<file path="src/rtl/round_key_xor_pipe.sv">
// AddRoundKey stage: local round-key bank plus one registered valid/ready output slot.
// The selected key is XORed into the incoming state; a missing or out-of-range key passes the state through and flags out_err.
module round_key_xor_pipe #(
    parameter int unsigned BLOCK_W = 128,
    parameter int unsigned NUM_RK  = 15,
    parameter int unsigned RK_AW   = $clog2(NUM_RK)
) (
    input  logic               clk,
    input  logic               rst,
    input  logic               rk_wr_en,
    input  logic [RK_AW-1:0]   rk_wr_addr,
    input  logic [BLOCK_W-1:0] rk_wr_data,
    input  logic               rk_clear,
    input  logic               in_valid,
    output logic               in_ready,
    input  logic [BLOCK_W-1:0] in_state,
    input  logic [RK_AW-1:0]   in_round,
    output logic               out_valid,
    input  logic               out_ready,
    output logic [BLOCK_W-1:0] out_state,
    output logic [RK_AW-1:0]   out_round,
    output logic               out_err
);

    localparam int unsigned IDX_W = RK_AW + 1;

    logic [BLOCK_W-1:0] bank [NUM_RK];
    logic [NUM_RK-1:0]  rk_valid;

    logic               wr_in_range;
    logic               wr_hit;
    logic               rd_in_range;
    logic               key_hit;
    logic [BLOCK_W-1:0] key;
    logic               xfer;

    // Index range checks are widened by one bit so NUM_RK itself is representable.
    assign wr_in_range = {1'b0, rk_wr_addr} < IDX_W'(NUM_RK);
    assign rd_in_range = {1'b0, in_round} < IDX_W'(NUM_RK);
    assign wr_hit      = rk_wr_en && wr_in_range && !rst;

    // rst is included so the stage reports ready throughout reset.
    assign in_ready = rst || !out_valid || out_ready;
    assign xfer     = in_valid && in_ready;

    // Guarded read keeps an out-of-range index from ever selecting a non-existent entry.
    always_comb begin
        key     = '0;
        key_hit = 1'b0;
        if (rd_in_range) begin
            key     = bank[in_round];
            key_hit = rk_valid[in_round];
        end
    end

    always_ff @(posedge clk) begin
        if (wr_hit) begin
            bank[rk_wr_addr] <= rk_wr_data;
        end
    end

    // Clear first so a same-cycle write re-validates its own entry.
    always_ff @(posedge clk) begin
        if (rst) begin
            rk_valid <= '0;
        end else begin
            if (rk_clear) begin
                rk_valid <= '0;
            end
            if (wr_hit) begin
                rk_valid[rk_wr_addr] <= 1'b1;
            end
        end
    end

    always_ff @(posedge clk) begin
        if (rst) begin
            out_valid <= 1'b0;
            out_state <= '0;
            out_round <= '0;
            out_err   <= 1'b0;
        end else if (xfer) begin
            out_valid <= 1'b1;
            out_state <= key_hit ? (in_state ^ key) : in_state;
            out_round <= in_round;
            out_err   <= !key_hit;
        end else if (out_ready) begin
            out_valid <= 1'b0;
        end
    end

endmodule

</file>
<file path="config.mk">
export PLATFORM = sky130hd
export DESIGN_NAME = round_key_xor_pipe
export DESIGN_NICKNAME = d
export VERILOG_FILES = /design/src/rtl/round_key_xor_pipe.sv
export SDC_FILE = /design/constraint.sdc
export NUM_CORES = 2
export LEC_CHECK = 0
export ABC_AREA = 0
export CAP_MARGIN = 10
export CELL_PAD_IN_SITES_DETAIL_PLACEMENT = 0
export CELL_PAD_IN_SITES_GLOBAL_PLACEMENT = 1
export CORE_ASPECT_RATIO = 1.4
export CORE_MARGIN = 3
export CORE_UTILIZATION = 56
export CTS_CLUSTER_DIAMETER = 120
export DETAILED_ROUTE_END_ITERATION = 6
export PLACE_DENSITY_LB_ADDON = 0.1
export SETUP_SLACK_MARGIN = 0.1
export SLEW_MARGIN = 20
export SYNTH_ARGS = -nofsm -noshare
export SYNTH_HDL_FRONTEND = slang
export SYNTH_SLANG_ARGS = --single-unit
</file>
<file path="constraint.sdc">
create_clock -name clk -period 27 [get_ports clk]
set_input_delay 4.05 -clock clk [delete_from_list [all_inputs] [get_ports clk]]
set_output_delay 4.05 -clock clk [all_outputs]
set_load 0.05 [all_outputs]
</file>
==> summary.txt <==
Outcome
  • Outcome: complete, no violations

Layout
  • Final core area utilization: 0.6510
  • Area of the multi-input gates: 20000 um2
  • Fin cells: 7282
  • Area grow syn2layout: 14.95%
  • Nets: 5433
  • Fill cell total of the finished layout: 10076
  • Layout cells sized above 1: 0.1008
  • Register area: 60640 um2

Power and ir drop
  • Sw Ratio: 0.2199
  • Clock power frac: 0.404
  • Leak: 31.88 nW
  • Internal: 5.348 mW
  • Max IR drop VDD: 58.87 uV
  • P_sw: 1.507 mW
  • Combinational Power Share: 0.074
  • Register share of total power: 0.523
  • Overall power: 6.856 mW
  • Pwr dens: 72.56 nW/um2

Floorplanning
  • Die area: 151500 um2
  • Initial Util: 0.5664
  • Core Area: 145100 um2
  • I/O Pins: 405
  • FP Rows: 165
  • Die Y: 459.3 um
  • Die W: 329.8 um

Clock tree
  • H-tree Lvls: 4
  • PostCTS Resize Cnt: 0
  • Setup bufs post-CTS: 0
  • Worst-Skew Late Latency: 0.83 ns
  • CTS tree: yes
  • CTS Sinks: 2069
  • Clk root buf: clkbuf_16
  • CTS Buffer Depth: 3
  • Cts bufs inserted: 188
  • Hold_buf cts: 0
  • Clock Pin Slew Worst Setup and Hold Paths: 0.06 ns

Global route
  • Largest net degree at the start of global routing: 153
  • Total gr overflow: 0
  • GRT Overall Usage: 0.2995
  • Initial antenna violation count: 67
  • First-pass GRT wire length: 327100 um
  • Vias in the first global route: 47847

Critical path
  • Worst-path fanout max: 38
  • Crit path buf inv count: 2
  • Worst stage delay on the critical path: 1.16 ns
  • Worst Setup End Kind: primary output
  • Worst reg2reg path depth: 8
  • RR Endpoint: out_state[97]
  • CP delay by family, top: buffers and inverters
  • Critical path class: primary input to primary output
  • FF-to-FF setup slack: 23.07 ns
  • Most frequent cell on the critical path: clkdlybuf4s50_1
  • Crit path DAT: 6.79 ns
  • Setup crit start kind: primary input
  • Cells along the critical path: clkdlybuf4s50_1 -> or3b_4 -> clkdlybuf4s50_1
  • Req. time, crit path: 22.95 ns
  • Crit-path slowest cell: clkdlybuf4s50_1
  • RR Startpoint: out_valid

Synth
  • Syn Nets: 5113
  • Async SR Flop Fraction: 0
  • Post-synthesis sequential area ratio: 0.7377
  • Synth top area share: 0.7014
  • Synth top area cells: edfxtp_1, mux2i_1, dfxtp_1
  • Post-Syn Area per Cell: 16.97 um2
  • Area leader, netlist: edfxtp_1
  • Ys flop type: edfxtp_1
  • Yosys reg bits: 2069
  • Distinct cells, synth: 36
  • Most common cell in the netlist: edfxtp_1
  • Synthesized area: 82200 um2
  • Yosys warning count: 0
  • Post-synth top cells: edfxtp_1, mux2i_1, nand2_1
  • EDFF count, synth: 1920
  • Cells after synthesis: 4843

Place
  • Placed cell count: 6893
  • HPWL after DPL: 115200 um
  • Port Buffer Count: 404
  • GPL Wtd Cong: 0.7818
  • Placement Setup Slack: 16.18 ns

STA
  • Slew headroom: 0.2040
  • Final min period: 10.84 ns
  • Setup TNS: 0 ns
  • RSZ-0062 raised after global routing: false
  • Tightest Pin Transition: 1.194 ns
  • Clock skew: 0.02663 ns
  • Final Max Slew Viols: 0
  • Fmax: 0.09222 GHz
  • Final Hold Viols: 0
  • Finish-stage setup viols: 0
  • Final worst slack: 16.16 ns
  • Final worst-path cycle share: 0.4016

Route
  • Drt first pass iters: 6
  • Routed WL: 227800 um
  • Vias: 48760
  • Starting DRT DRC Count: 5193
  • Post-route ant nets: 0
  • Wire per inst: 31.28 um
  • Vias per cell: 6.696
  • DRC Markers: 0

Worst hold path
  • Hold Path Stages: 2
  • Hold path startpoint: out_round[3]
  • Worst hold path class: flip-flop to flip-flop
  • Hold Path End: out_round[3]

Flow run
  • Max_cap viols: 0
## worst max-delay path by stage
stage,startpoint,to,cells past startpoint
floorplan,rst,bank[0][0],3
global placement,rst,in_ready,3
detailed placement,rst,in_ready,3
CTS,rst,in_ready,3
global route,rst,in_ready,3
finish,rst,in_ready,3
## worst register-to-register path: cells and delay by family, from the launching register on
kind,cells,cell delay (ns)
buffers and inverters,3,2.25
and+or+nand+nor,3,0.97
AOI/OAI and AO/OA,2,0.35
DFF,1,0.32
## metal layers
layer  vias up  share of wire  GRT usage
met2      2392           0.46     0.4649
li1      20644              -          -
met4        60          0.023    0.08177
met3       435           0.11    0.09317
met5         -         0.0017          0
met1     25229           0.40     0.4135
## registers in the layout (all words and copies together) (netlist names)
register and count:
rk_valid 15, out_valid 1, out_state 128, bank 1920
out_err 1, out_round 4
## cells in the final DEF (no fill, tap or decap), drive strengths merged
| cell | count |
|---|---|
| or3 | 1 |
| nand3 | 133 |
| a21oi | 139 |
| a22oi | 6 |
| bufinv | 24 |
| a211oi | 128 |
| or2 | 1 |
| a222oi | 128 |
| diode | 35 |
| edfxtp | 1920 |
| nor2b | 9 |
| nand3b | 2 |
| nor3 | 5 |
| mux4 | 131 |
| o21ai | 256 |
| mux2i | 641 |
| mux2 | 4 |
| and2 | 4 |
| clkdlybuf4s50 | 400 |
| buf | 95 |
| a221oi | 128 |
| inv | 7 |
| and3 | 128 |
| clkinv | 52 |
| a2111o | 128 |
| nand2b | 4 |
| dfxtp | 149 |
| a21o | 2 |
| nand2 | 266 |
| nor2 | 28 |
| or3b | 3 |
| a2bb2oi | 2 |
| clkinvlp | 9 |
| clkbuf | 266 |
| o22ai | 128 |
## final cells by class
type                    count  area share
well taps                1920     0.02543
inverters                   2  0.00007945
clock inverters            90     0.01136
diodes                     35   0.0009270
multi-input cells        2405      0.2116
clock buffers             264     0.05697
repair buffers            497     0.05183
flip-flops and latches   2069      0.6418
## logic make-up (layout without fill, tap and decap cells)
group / count (synthesis) / in the layout / synth area share
flops: 2069 / 2069 / 0.7377
compound gates: 1045 / 1045 / 0.09319
mux: 776 / 776 / 0.1146
simple gates: 584 / 584 / 0.03352
buf+inv: 369 / 853 / 0.02095
other cells: 0 / 35 / 0
## power by group through the flow
stage          Combinational, mW  Clock [mW]  Sequential [mW]
2_1_floorplan              0.215           0             3.72
3_3_place_gp               0.493           0             3.65
3_5_place_dp               0.501           0             3.65
4_1_cts                    0.502        2.81             3.58
5_1_grt                    0.534        2.93             3.59
6_report                   0.504        2.77             3.58
## per-stage QoR
stage / instance area [um2] / hold WS (ns)
6_report: 94490 / 0.4586
4_1_cts: 94400 / 0.4594
3_5_place_dp: 87940 / 0.4511
5_1_grt: 94410 / 0.4939
2_1_floorplan: 82200 / 0.4477
3_3_place_gp: 87940 / 0.4469
(Power assumes the default switching activity.)
